[src/rtl/fetch_unit_pkg.sv]
// Shared front-end definitions: instruction size, fetch FSM states and default boot PC.
package fetch_unit_pkg;

   // Every LEGv8 instruction is one 32-bit word.
   localparam int unsigned INST_BYTES = 4;

   // Boot address used when the top-level RESET_PC parameter is left at its default.
   localparam logic [63:0] DEFAULT_RESET_PC = 64'h0;

   // StFlush means responses to fetches issued before a redirect are still in flight and must
   // be thrown away as they arrive.
   typedef enum logic [0:0] {
      StFetch,
      StFlush
   } fetch_state_e;

endpackage

[src/rtl/fetch_buf.sv]
// Instruction buffer: small synchronous FIFO of {PC, instruction} pairs sitting between the
// instruction-memory response path and decode. Flush wins over a same-cycle push or pop.
module fetch_buf #(
   parameter int unsigned  DEPTH = 2,
   parameter int unsigned  WIDTH = 96,
   localparam int unsigned CW    = $clog2(DEPTH + 1)
) (
   input  logic             clk_i,
   input  logic             resetl_i,
   input  logic             push_i,
   input  logic [WIDTH-1:0] push_data_i,
   input  logic             pop_i,
   input  logic             flush_i,
   output logic             valid_o,
   output logic [WIDTH-1:0] head_o,
   output logic [CW-1:0]    occ_o
);

   localparam int unsigned PW = (DEPTH > 1) ? $clog2(DEPTH) : 1;

   logic [WIDTH-1:0] mem_q [DEPTH];
   logic [PW-1:0]    rd_q;
   logic [PW-1:0]    wr_q;
   logic [CW-1:0]    occ_q;
   logic             do_pop;
   logic             do_push;

   // Pointer increment that wraps at DEPTH, which need not be a power of two.
   function automatic logic [PW-1:0] ptr_inc(input logic [PW-1:0] ptr);
      if (ptr == PW'(DEPTH - 1)) begin
         return '0;
      end
      return ptr + PW'(1);
   endfunction

   // A pop frees a slot, so a push into a full buffer is fine in the same cycle.
   assign do_pop  = pop_i && (occ_q != '0);
   assign do_push = push_i && ((occ_q < CW'(DEPTH)) || do_pop);

   // Pointer and occupancy bookkeeping.
   always_ff @(posedge clk_i) begin
      if (!resetl_i || flush_i) begin
         rd_q  <= '0;
         wr_q  <= '0;
         occ_q <= '0;
      end else begin
         if (do_push) begin
            wr_q <= ptr_inc(wr_q);
         end
         if (do_pop) begin
            rd_q <= ptr_inc(rd_q);
         end
         occ_q <= occ_q + CW'(do_push) - CW'(do_pop);
      end
   end

   // Storage needs no reset: entries are only visible while counted in occ_q.
   always_ff @(posedge clk_i) begin
      if (do_push && !flush_i) begin
         mem_q[wr_q] <= push_data_i;
      end
   end

   // No bypass: a pushed word shows up at the head the cycle after it arrives.
   assign valid_o = (occ_q != '0);
   assign head_o  = valid_o ? mem_q[rd_q] : '0;
   assign occ_o   = occ_q;

endmodule

[src/rtl/fetch_unit.sv]
// LEGv8 fetch front end: owns the fetch PC, issues in-order instruction-memory reads under a
// credit limit, buffers returned words with their PC for decode, and restarts on redirect while
// discarding responses to fetches that were already in flight.
module fetch_unit
   import fetch_unit_pkg::*;
#(
   parameter int unsigned       ADDR_W    = 64,
   parameter int unsigned       INST_W    = 32,
   parameter int unsigned       BUF_DEPTH = 2,
   parameter logic [ADDR_W-1:0] RESET_PC  = ADDR_W'(DEFAULT_RESET_PC)
) (
   input  logic              CLK,
   input  logic              resetl,
   output logic              IMemReq,
   output logic [ADDR_W-1:0] IMemAddr,
   input  logic              IMemReady,
   input  logic              IMemRspValid,
   input  logic [INST_W-1:0] IMemRspData,
   output logic              InstValid,
   output logic [INST_W-1:0] Inst,
   output logic [ADDR_W-1:0] InstPC,
   input  logic              InstReady,
   input  logic              Redirect,
   input  logic [ADDR_W-1:0] RedirectPC
);

   localparam int unsigned CW = $clog2(BUF_DEPTH + 1);
   localparam int unsigned BW = ADDR_W + INST_W;

   logic [ADDR_W-1:0] fetch_pc_q;
   logic [ADDR_W-1:0] rsp_pc_q;
   logic [CW-1:0]     out_cnt_q;
   logic [CW-1:0]     out_cnt_d;
   logic [CW-1:0]     drop_cnt_q;
   logic [CW-1:0]     drop_cnt_d;
   fetch_state_e      state_q;

   logic [CW-1:0]     occ;
   logic [CW:0]       inflight;
   logic              credit;
   logic              req_fire;
   logic              rsp_ok;
   logic              rsp_drop;
   logic              rsp_keep;
   logic [ADDR_W-1:0] redirect_pc;
   logic [BW-1:0]     buf_head;
   logic              buf_valid;
   logic              unused_rpc;

   // Low address bits of the target are ignored; fetches are always word aligned.
   assign redirect_pc = {RedirectPC[ADDR_W-1:2], 2'b00};
   assign unused_rpc  = ^RedirectPC[1:0];

   // Outstanding plus buffered words may never exceed the buffer, so every response has a slot.
   assign inflight = {1'b0, out_cnt_q} + {1'b0, occ};
   assign credit   = inflight < (CW + 1)'(BUF_DEPTH);

   assign IMemReq  = resetl && credit && !Redirect;
   assign IMemAddr = fetch_pc_q;
   assign req_fire = IMemReq && IMemReady;

   // A response with nothing outstanding is a protocol error and is ignored.
   assign rsp_ok   = IMemRspValid && (out_cnt_q != '0);
   assign rsp_drop = rsp_ok && (state_q == StFlush);
   assign rsp_keep = rsp_ok && !rsp_drop;

   // Next values of the outstanding and to-be-dropped counters.
   always_comb begin
      out_cnt_d  = out_cnt_q + CW'(req_fire) - CW'(rsp_ok);
      drop_cnt_d = drop_cnt_q;
      if (Redirect) begin
         // Everything still outstanding after this cycle belongs to the abandoned path.
         drop_cnt_d = out_cnt_d;
      end else if (rsp_drop) begin
         drop_cnt_d = drop_cnt_q - CW'(1);
      end
   end

   // Fetch/response PCs and the two counters.
   always_ff @(posedge CLK) begin
      if (!resetl) begin
         fetch_pc_q <= RESET_PC;
         rsp_pc_q   <= RESET_PC;
         out_cnt_q  <= '0;
         drop_cnt_q <= '0;
      end else begin
         out_cnt_q  <= out_cnt_d;
         drop_cnt_q <= drop_cnt_d;
         if (Redirect) begin
            fetch_pc_q <= redirect_pc;
            rsp_pc_q   <= redirect_pc;
         end else begin
            if (req_fire) begin
               fetch_pc_q <= fetch_pc_q + ADDR_W'(INST_BYTES);
            end
            if (rsp_keep) begin
               rsp_pc_q <= rsp_pc_q + ADDR_W'(INST_BYTES);
            end
         end
      end
   end

   // FLUSH lasts exactly as long as there are stale responses left to discard.
   always_ff @(posedge CLK) begin
      if (!resetl) begin
         state_q <= StFetch;
      end else begin
         unique case (state_q)
            StFetch: if (drop_cnt_d != '0) state_q <= StFlush;
            StFlush: if (drop_cnt_d == '0) state_q <= StFetch;
         endcase
      end
   end

   fetch_buf #(
      .DEPTH (BUF_DEPTH),
      .WIDTH (BW)
   ) u_buf (
      .clk_i       (CLK),
      .resetl_i    (resetl),
      .push_i      (rsp_keep),
      .push_data_i ({rsp_pc_q, IMemRspData}),
      .pop_i       (InstReady && !Redirect),
      .flush_i     (Redirect),
      .valid_o     (buf_valid),
      .head_o      (buf_head),
      .occ_o       (occ)
   );

   assign InstValid = buf_valid;
   assign Inst      = buf_head[INST_W-1:0];
   assign InstPC    = buf_head[INST_W +: ADDR_W];

`ifndef SYNTHESIS
   // Memory must not answer a request that was never made.
   rsp_without_req: assert property (@(posedge CLK) disable iff (!resetl)
      IMemRspValid |-> (out_cnt_q != '0))
      else $error("fetch_unit: IMemRspValid with no outstanding request");

   // Credit keeps the stale-response count bounded by what is outstanding.
   drop_bounded: assert property (@(posedge CLK) disable iff (!resetl)
      drop_cnt_q <= out_cnt_q)
      else $error("fetch_unit: drop count exceeds outstanding count");
`endif

endmodule

[config.mk]
export PLATFORM = sky130hd
export DESIGN_NAME = fetch_unit
export DESIGN_NICKNAME = d
export VERILOG_FILES = /design/src/rtl/fetch_unit_pkg.sv /design/src/rtl/fetch_buf.sv /design/src/rtl/fetch_unit.sv
export SDC_FILE = /design/constraint.sdc
export NUM_CORES = 1
export LEC_CHECK = 0
export CAP_MARGIN = 25
export CORE_ASPECT_RATIO = 0.5
export CORE_UTILIZATION = 59
export CTS_BUF_LIST = sky130_fd_sc_hd__clkbuf_8
export DETAILED_ROUTE_END_ITERATION = 10
export GPL_ROUTABILITY_DRIVEN = 0
export PLACE_DENSITY = 0.95
export SETUP_SLACK_MARGIN = 0.2
export SYNTH_ARGS = -nofsm -noshare
export SYNTH_HDL_FRONTEND = slang
export SYNTH_HIERARCHICAL = 1
export SYNTH_SLANG_ARGS = --single-unit
[constraint.sdc]
create_clock -name CLK -period 14.9 [get_ports CLK]
set_clock_uncertainty 0.1 [all_clocks]
set_input_delay 2.98 -clock CLK [delete_from_list [all_inputs] [get_ports CLK]]
set_output_delay 2.98 -clock CLK [all_outputs]
set_load 0.05 [all_outputs]
**After elaboration in Yosys (flattened, before gate mapping)**

Memories as Yosys holds them, arrays and structs flattened. A register that Yosys moved wholly into a read port is not among the register bits.
Cells that the tools add are included.

- Add/subtract/negate cells: 10
- Magnitude comparators: 2
- Muxes and demuxes: 24
- Reduce and logical (&&, ||, !) cells: 22
- Equal/unequal tests: 0
- Div/mod/pow operators: 0
- $mul: 0
- Shift operators: 0
- Bitwise operators: 2

Operators by type and width:

| kind | count |
|---|---|
| two-way mux 64 bit | 4 |
| adder 64 x 3 -> 64 bit, second input constant | 2 |
| two-way mux 96 bit | 1 |
| two-way mux 1 bit | 16 |
| logical AND 1 bit | 10 |
| nonzero test 2 bit | 5 |
| adder 2 x 1 -> 2 bit | 2 |
| two-way mux 2 bit | 2 |
| subtractor 2 x 1 -> 2 bit | 2 |
| adder 2 x 2 -> 3 bit | 1 |
| logical NOT 1 bit | 3 |
| less-than comparator 3 x 2 -> 1 bit, second input constant | 1 |
| adder 1 bit, second input constant | 2 |
| logical NOT 2 bit | 1 |
| logical OR 1 bit | 2 |
| less-than comparator 2 bit, second input constant | 1 |
| NOT 1 bit | 2 |
| case mux 1 bit (2 select lines) | 1 |
| OR reduction 2 bit | 1 |
| subtractor 2 x 1 -> 2 bit, second input constant | 1 |

- Latch bits: 0
- Memories kept: 1
- Output and inout port bits: 162
- Word-level logic and storage cells: 71
- Register bits after elaboration: 137
- ROM bits: 0
- Memory bits (writable): 192
- Input bits: 102

Memory list:

| memory | depth | bits a word | rd ports | clocked after memory_dff | wr ports | line | source |
|---|---|---|---|---|---|---|---|
| u_buf.mem_q | 2 | 96 | 1 | 1 | 1 | fetch_buf.sv:21 | `logic [WIDTH-1:0] mem_q [DEPTH];` |

**Longest topological paths before layout**

Gate-level depths: netlist (run 1).

- Depth after elaboration: 11
- Mapped depth: 14
- Mapped depth without buffers: 12

**Cells and area by module**

Netlist (run 1), hierarchy kept.

Modules (own cells, without submodules):

| module | sequential area each (µm²) | area each (µm²) | instances | cells an instance |
|---|---|---|---|---|
| fetch_buf | 5865.6 | 7519.7 | 1 | 434 |
| fetch_unit | 2582.5 | 6936.7 | 1 | 836 |

**Least setup slack after synthesis (run 1)**

No wires, ideal clock.

- Kind: input port to flip-flop
- From: input Redirect
- To: memory u_buf.mem_q[0][0] (enable)
- Path buffers: 2
- Library setup time: 0.668 ns
- Arrival time: 10.146 ns
- Cell stages on the path: 5
- Required time: 14.132 ns
- Path slack: 3.986 ns
- Cells stage by stage: clkbuf_1 clkbuf_1 nor2b_1 o21ai_2 nor3_1

- Cells in the longest elaborated chain, start to end: 8

RTL lines:

| what | line | source |
|---|---|---|
| start, declared | fetch_unit.sv:23 | `input logic Redirect,` |
| logical NOT 1 bit (*) | fetch_buf.sv:59, fetch_unit.sv:123 |  |
| logical AND 1 bit | fetch_unit.sv:123 | `.pop_i (InstReady && !Redirect),` |
| logical AND 1 bit | fetch_buf.sv:37 | `assign do_pop = pop_i && (occ_q != '0);` |
| logical OR 1 bit | fetch_buf.sv:38 | `assign do_push = push_i && ((occ_q < CW'(DEPTH)) \|\| do_pop);` |
| logical AND 1 bit | fetch_buf.sv:38 |  |
| logical AND 1 bit (*) | fetch_buf.sv:59 | `if (do_push && !flush_i) begin` |
| two-way mux 1 bit (*) | fetch_buf.sv:59 |  |
| two-way mux 1 bit (implied by the code) (*) | fetch_buf.sv:60 | `mem_q[wr_q] <= push_data_i;` |
| end, declared | fetch_buf.sv:21 |  |

Mark *: on every way between the ends. The rest lies on a longest branch, timed or not.

**Final worst setup path (run 1)**

- From: input Redirect
- To: output IMemReq

- Cells in the longest elaborated chain, start to end: 2

RTL lines:

| what | line | source |
|---|---|---|
| logical NOT 1 bit | fetch_unit.sv:58 | `assign IMemReq = resetl && credit && !Redirect;` |
| logical AND 1 bit | fetch_unit.sv:58 |  |
| end, declared | fetch_unit.sv:14 | `output logic IMemReq,` |

No other way between the ends.

==> flow_summary.toml, run 1 <==
[cts]
cts.reportedPaths.clkPinSlew_ps = 70
clock-root-buffer = "clkbuf_8"
numCtsBuffers = 45
insertion_delay_ps = 590
hold_buffers = 0
cts_max_level = 2
post_cts_resized = 0
clockBufferDepth = 3
cts_setup_buffers = 0
cts_sinks = 326
cts_tree = "yes"

[floorplan]
die-height_um = 113
dieArea_um2 = 25200
start_util = 0.602
die_w_um = 223
rows = 40
io_pins = 264
core_um2 = 24000

[synth]
ys_seq_elements = 326
synth-xor-area-share = 0.0660
ys.flop_type = "edfxtp_1"
synthAdderAreaFrac = 0.00658
synth_edf_count = 192
synthArstFlopShare = 0
synth_compound_area_frac = 0.0776
syn_avg_cell_area_um2 = 11.4
synth-simple-area-share = 0.165
synth.area.mux_share = 0.0694
synth_top_family_by_area = "simple AND/OR/NAND/NOR gates"
yosysSeqAreaShare = 0.584
synth-warning-count = 6
synthCells = 1270
ys_types = 64
syn_area_um2 = 14500

[detailed_routing]
drc = 0
vias = 11999
drtAntennaViolNets = 0
wl_per_cell_um = 23.2
first_pass_iters = 9
viasPerCell = 6.40
wirelength_um = 43600
drt-initial-drc-count = 2108

[global_routing]
antenna_found_initial = 0
grt_start_max_net_pins = 98
use_met3 = 0.0728
grt_overflow = 0
grt_usage = 0.334
grt_util_met2 = 0.528
met1_usage = 0.455
grt_pass1_wl_um = 64500
grt_pass1_vias = 11357
top_usage_layer = "met2"

[min_path]
hold_class = "reg2reg"
hold_depth = 0
hp-start = "rsp_pc_q[59]"
holdPathEnd = "u_buf/mem_q[0][91]"

[placement]
place_inst = 1790
numPortBuffers = 259
placed_cell_area_um2 = 17100
dp_hpwl_um = 28300

[final_layout]
layout_common_cells = "clkdlybuf4s50_1, edfxtp_1, dfxtp_1, nor2_1, a21oi_1"
fin_area_um2 = 18100
layout.cells.non_filler = 1875
antenna_cells = 0
num-nets-final = 1633
final_common_cell = "clkdlybuf4s50_1"
fillCellCount = 1365
syn_to_final_growth_pct = 25.4
drive_above_1_share = 0.0699

[critical_path]
critPathCaptureType = "output pin"
crit_arrival_ps = 4880
cp_max_fo = 35
crit_required_ps = 11820
ff2ff_setup_slack_ps = 11200
r2r_start = "u_buf/occ_o[0]"
reg2reg_to = "state_q"
crit_type = "in2out"
rr_worst_depth = 12
start_kind = "primary input"

[timing]
setup_viol = 0
worst_pin_slew_ps = 887
hold_viol_final = 0
rsz0062_at_grt = "no"
fin_tns_setup_ps = 0
finalCritPeriodShare = 0.534
timing.fmax_mhz = 126
maxSlewViolCount = 0
fin_crit_ps = 7960
max-slew-margin-rel = 0.405

[pwr]
ir_drop_v = 0.0000628
p_leak_nw = 6.00
powerDensity_nw_per_um2 = 120

[run]
cap_viol_max_count = 0

[outcome]
status = "finished clean"
cell usage after synthesis, types with 14 or more instances:
library cell	instances	area [um2]
nand2_1	72	270
and3_1	36	225
nor3_1	17	85.1
xnor2_1	46	403
clkbuf_1	42	158
and4_1	16	140
nor2_1	133	499
xor2_1	63	552
mux2i_1	98	981
nand4_1	43	269
edfxtp_1	192	5770
a21oi_1	100	500
o21ai_0	61	305
nand3_1	52	260
a31oi_1	14	87.6
dfxtp_1	134	2680
how the worst max path moves through the flow:
| stage | from | end | slack, ps |
|---|---|---|---|
| global route | Redirect | IMemReq | 6890 |
| floorplan | Redirect | u_buf/mem_q[0][0] | 3990 |
| finish | Redirect | IMemReq | 6940 |
| detailed placement | resetl | IMemReq | 6800 |
| CTS | resetl | IMemReq | 6770 |
| global placement | resetl | IMemReq | 6860 |
per-layer routing:
layer | routed length (um) | up-vias
met5 | 0 | -
li1 | - | 5166
met2 | 19800 | 978
met1 | 16600 | 5665
met3 | 5520 | 190
met4 | 1660 | 0
critical path, stage by stage:
cell and delay (ps):
clkdlybuf4s50_1 410, buf_4 280, nor4b_2 320, clkdlybuf4s50_1 870
area by class of cell:
cell class / count / area, um2 / area share
Clock buffer: 58 / 798 / 0.0440
Clock inverter: 25 / 135 / 0.00745
Timing Repair Buffer: 269 / 2700 / 0.149
Multi-Input combinational cell: 869 / 5600 / 0.309
Inverter: 13 / 51.3 / 0.00283
Sequential cell: 326 / 8450 / 0.466
Tap cell: 315 / 394 / 0.0217
logic make-up (layout without fill, tap and decap cells):
group,after synthesis,count (layout)
mux,100,100
fa+ha+maj,7,7
compound gates,208,208
flops,326,326
buf+inv,80,365
simple gates,439,439
other cells,1,6
xor+xnor,109,109
state kept, by name, summed over array words and instances, names as in the netlist, named ones only:
name,count
IMemAddr,62
drop_cnt_q,2
out_cnt_q,2
rsp_pc_q,62
state_q,1
u_buf/mem_q,192
u_buf/occ_o,2
u_buf/rd_q,1
u_buf/wr_q,1
per-stage QoR:
stage               setup slack (ps)  hold slack [ps]  total power, mW  utilization
floorplan                       3990              324             1.31            -
CTS                             6770              396             2.16        0.753
global route                    6890              420             2.23        0.755
detailed placement              6800              391             1.45        0.714
finish                          6940              407             2.17        0.755
global placement                6860              371             1.44        0.714
power by group:
part / internal, mW / total [mW] / switching (mW)
Combinational: 0.129 / 0.380 / 0.252
Clock: 0.368 / 0.722 / 0.354
Sequential: 1.02 / 1.07 / 0.0565
Note: power is estimated with default switching activity, not from simulation.
==> run 2, diff against run 1 <==
Settings changed: CORE_UTILIZATION 59 to 49, PLACE_DENSITY 0.95 to 0.85.
Clock period 14.9 ns to 6.7 ns, I/O delays scaled along.
==> run 2 against run 1 <==
Against the previous run: cell area increased by 0.32%; largest power group unchanged; first-iteration DRC count decreased by 15%; setup slack got worse by 4900 ps; largest cell class unchanged.
==> flow_summary.toml, run 2 (synthesized netlist as in run 1, its figures left out) <==
[final_layout]
layout.cells.non_filler = 1958
syn_to_final_growth_pct = 25.8
largest_reg_flops = 192
regMostFlops = "u_buf/mem_q"
layout_common_cells = "clkdlybuf4s50_1, edfxtp_1, dfxtp_1, nor2_1, a21oi_1"
final_util = 0.627
num-nets-final = 1635
drive_above_1_share = 0.0679
final_common_cell = "clkdlybuf4s50_1"
fin_area_um2 = 18200

[detailed_routing]
drc = 0
wl_per_cell_um = 20.9
drt-initial-drc-count = 1793
wl_met3_um = 4410
vias = 11545
drtAntennaViolNets = 0
wl_met1_um = 16200
met2WireLength_um = 18800
viasPerCell = 5.90
first_pass_iters = 8
wirelength_um = 40900
routed.top_layer = "met4"

[critical_path]
crit_chain = "clkdlybuf4s50_1 -> buf_4 -> nor4b_2 -> clkdlybuf4s50_1"
crit_required_ps = 5260
cpMaxStageDelayCell = "clkdlybuf4s50_1"
cp_max_fo = 35
cpPeakStageDelay_ps = 860
crit_type = "in2out"
crit_arrival_ps = 3180
start_kind = "primary input"
critPathCaptureType = "output pin"
crit_top_cell = "clkdlybuf4s50_1"

[cts]
post_cts_resized = 0
hold_buffers = 0
cts_sinks = 326
cts.reportedPaths.clkPinSlew_ps = 60
clock-root-buffer = "clkbuf_8"
insertion_delay_ps = 590
cts_tree = "yes"
numCtsBuffers = 47
cts_max_level = 2
cts_setup_buffers = 0
clockBufferDepth = 3

[pwr]
powerDensity_nw_per_um2 = 262
ir_drop_v = 0.000134
power.total_mw = 4.77
p_leak_nw = 5.97

[global_routing]
grt_overflow = 0
antenna_found_initial = 6
grt_start_max_net_pins = 105
grt_usage = 0.263
grt_pass1_vias = 10954
grt_pass1_wl_um = 61500

[timing]
hold_viol_final = 0
maxSlewViolCount = 0
whs_ps = 410
timing.fmax_mhz = 217
setup_viol = 0
finalCritPeriodShare = 0.689
worst_pin_slew_ps = 1050
fin_crit_ps = 4620
rsz0062_at_grt = "no"
max-slew-margin-rel = 0.301

[floorplan]
rows = 44
die_w_um = 245
dieArea_um2 = 30200
core_um2 = 29000
die-height_um = 123
io_pins = 264
start_util = 0.498

[min_path]
hold_class = "reg2reg"

[outcome]
status = "finished clean"

[placement]
dp_hpwl_um = 28300
placed_cell_area_um2 = 17300
place_inst = 1868
numPortBuffers = 259

[run]
cap_viol_max_count = 0
run 2: worst paths after layout:
kind	from	end	slack [ps]	cells after the start
setup / recovery	Redirect	IMemReq	2080	4
hold / removal	rsp_pc_q[23]	u_buf/mem_q[0][55]	410	0
setup reg to reg	u_buf/occ_o[0]	state_q	3090	12
hold reg to reg	rsp_pc_q[23]	u_buf/mem_q[0][55]	410	0
run 2: area by class of cell:
class	count	area, um2
multi-input combinational	869	5600
tap	391	489
clock buffer	50	688
timing repair buffer	269	2660
inverter	13	51.3
sequential	326	8450
clock inverter	34	225
antenna	6	15.0
fill	2165	10800
run 2: layer usage:
| metal | up-vias | track usage |
|---|---|---|
| met4 | 0 | 0.112 |
| li1 | 5181 | - |
| met3 | 119 | 0.0645 |
| met1 | 5538 | 0.349 |
| met2 | 707 | 0.415 |
| met5 | - | 0 |
run 2: worst max-delay path, delay by kind of cell:
family | cells | cell delay (ps)
and+or+nand+nor | 1 | 290
buffers and inverters | 3 | 1540
run 2: stage by stage:
step	worst slack [ps]	setup TNS [ps]
after floorplan	-2570	-494200
after global placement	2080	0
after detailed placement	2100	0
after CTS	2080	0
after global routing	1990	0
final	2080	0
run 2: report_power, final:
part / switching (mW) / internal [mW] / total (mW)
sequential: 0.119 / 2.26 / 2.38
combinational: 0.542 / 0.281 / 0.823
clock: 0.761 / 0.808 / 1.57
==> run 3, diff against run 2 <==
Clock period 6.7 ns to 4.2 ns, I/O delays scaled along.
==> run 3 against run 2 <==
Against the previous run: combinational power up 66%; non-clock buffer count rose by 16; die area unchanged; largest power group unchanged; highest routed layer is now met5.
==> flow_summary.toml, run 3 (synthesized netlist as in run 1, its figures left out) <==
[outcome]
status = "finished clean"

[global_routing]
grt_start_max_net_pins = 69
met1_usage = 0.370
grt_overflow = 0
grt_pass1_wl_um = 62300
antenna_found_initial = 10
grt_util_met2 = 0.411
use_met3 = 0.0534
grt_pass1_vias = 11065
top_usage_layer = "met2"
grt_usage = 0.268

[final_layout]
num-nets-final = 1650
largest_reg_flops = 192
layout.cells.non_filler = 1976
drive_above_1_share = 0.0793
fin_area_um2 = 18500
final_util = 0.637
syn_to_final_growth_pct = 27.8
final_common_cell = "clkdlybuf4s50_1"
fillCellCount = 2118
layout_common_cells = "clkdlybuf4s50_1, edfxtp_1, dfxtp_1, nor2_1, a21oi_1"
regMostFlops = "u_buf/mem_q"

[timing]
hold_viol_final = 0
max-slew-margin-rel = 0.414
fin_tns_setup_ps = 0
maxSlewViolCount = 0
finalCritPeriodShare = 0.852
timing.fmax_mhz = 279
setup_viol = 0
worst_slack_ps = 620
whs_ps = 422
fin_crit_ps = 3580
rsz0062_at_grt = "no"
worst_pin_slew_ps = 877

[pwr]
ir_drop_v = 0.000187
p_leak_nw = 6.09
powerDensity_nw_per_um2 = 411
power.total_mw = 7.59

[cts]
numCtsBuffers = 46
cts_setup_buffers = 0
cts_sinks = 326
post_cts_resized = 0
cts_max_level = 2
clockBufferDepth = 3
clock-root-buffer = "clkbuf_8"
cts_tree = "yes"
hold_buffers = 0
cts.reportedPaths.clkPinSlew_ps = 60
insertion_delay_ps = 590

[critical_path]
start_kind = "flip-flop"
crit_type = "reg2out"
startpoint = "u_buf/occ_o[1]"
crit_end = "InstPC[22]"
reg2reg_to = "state_q"
rr_worst_depth = 12
crit_required_ps = 3260
cp_max_fo = 43
critPathCaptureType = "output pin"
ff2ff_setup_slack_ps = 780
r2r_start = "u_buf/occ_o[0]"
crit_arrival_ps = 2640

[detailed_routing]
viasPerCell = 5.90
wirelength_um = 41700
wl_per_cell_um = 21.1
drt-initial-drc-count = 1757
drc = 0
vias = 11667
drtAntennaViolNets = 0
first_pass_iters = 5

[placement]
numPortBuffers = 259
preCtsSetupSlack_ps = 630
place_inst = 1884
dp_hpwl_um = 29400
placed_cell_area_um2 = 17600

[floorplan]
start_util = 0.498
rows = 44
core_um2 = 29000
io_pins = 264
die_w_um = 245
die-height_um = 123
dieArea_um2 = 30200

[min_path]
hold_class = "reg2reg"

[run]
cap_viol_max_count = 0
## run 3: cell types whose count changed in the layout (fill, tap and decap cells not counted), moves of 2 or more
cell       change
inv_6          -2
nor3_2         -2
buf_12        +12
bufinv_16      -3
buf_4          +5
clkbuf_8       +7
nor3_4         +2
inv_1          -3
diode_2        +3
## run 3: area by class of cell
class	count	area [um2]	share of cell area
flip-flops and latches	326	8450	0.458
multi-input cells	869	5640	0.305
repair buffers	285	2930	0.159
clock buffers	57	785	0.0425
well taps	391	489	0.0265
clock inverters	26	103	0.00556
inverters	13	51.3	0.00278
diodes	9	22.5	0.00122
## run 3: worst max-delay path, stage by stage, from the launching register on
cell	delay [ps]
dfxtp_1	370
nor2_4	540
buf_12	300
nor2_1	80
clkdlybuf4s50_1	750
## run 3: how the worst min path moves through the flow
stage                       from                 end  slack [ps]  cells past startpoint
finish              rsp_pc_q[23]  u_buf/mem_q[1][55]         420                      0
global route         rsp_pc_q[9]  u_buf/mem_q[0][41]         430                      0
CTS                 rsp_pc_q[23]  u_buf/mem_q[0][55]         420                      0
detailed placement  rsp_pc_q[23]  u_buf/mem_q[1][55]         410                      0
global placement    rsp_pc_q[20]  u_buf/mem_q[0][52]         380                      0
floorplan           rsp_pc_q[25]  u_buf/mem_q[0][57]         320                      0
## run 3: where the power goes
part	switching, mW	leakage (nW)	internal (mW)
clock network	1.20	0.516	1.22
logic	0.887	2.72	0.485
registers	0.195	2.86	3.60
## run 3: metal layers
metal	part of all wire	up-vias	wire length, um
li1	-	5210	-
met1	0.41	5617	17200
met2	0.45	715	18800
met3	0.099	123	4110
met4	0.037	2	1550
met5	0.00043	-	18
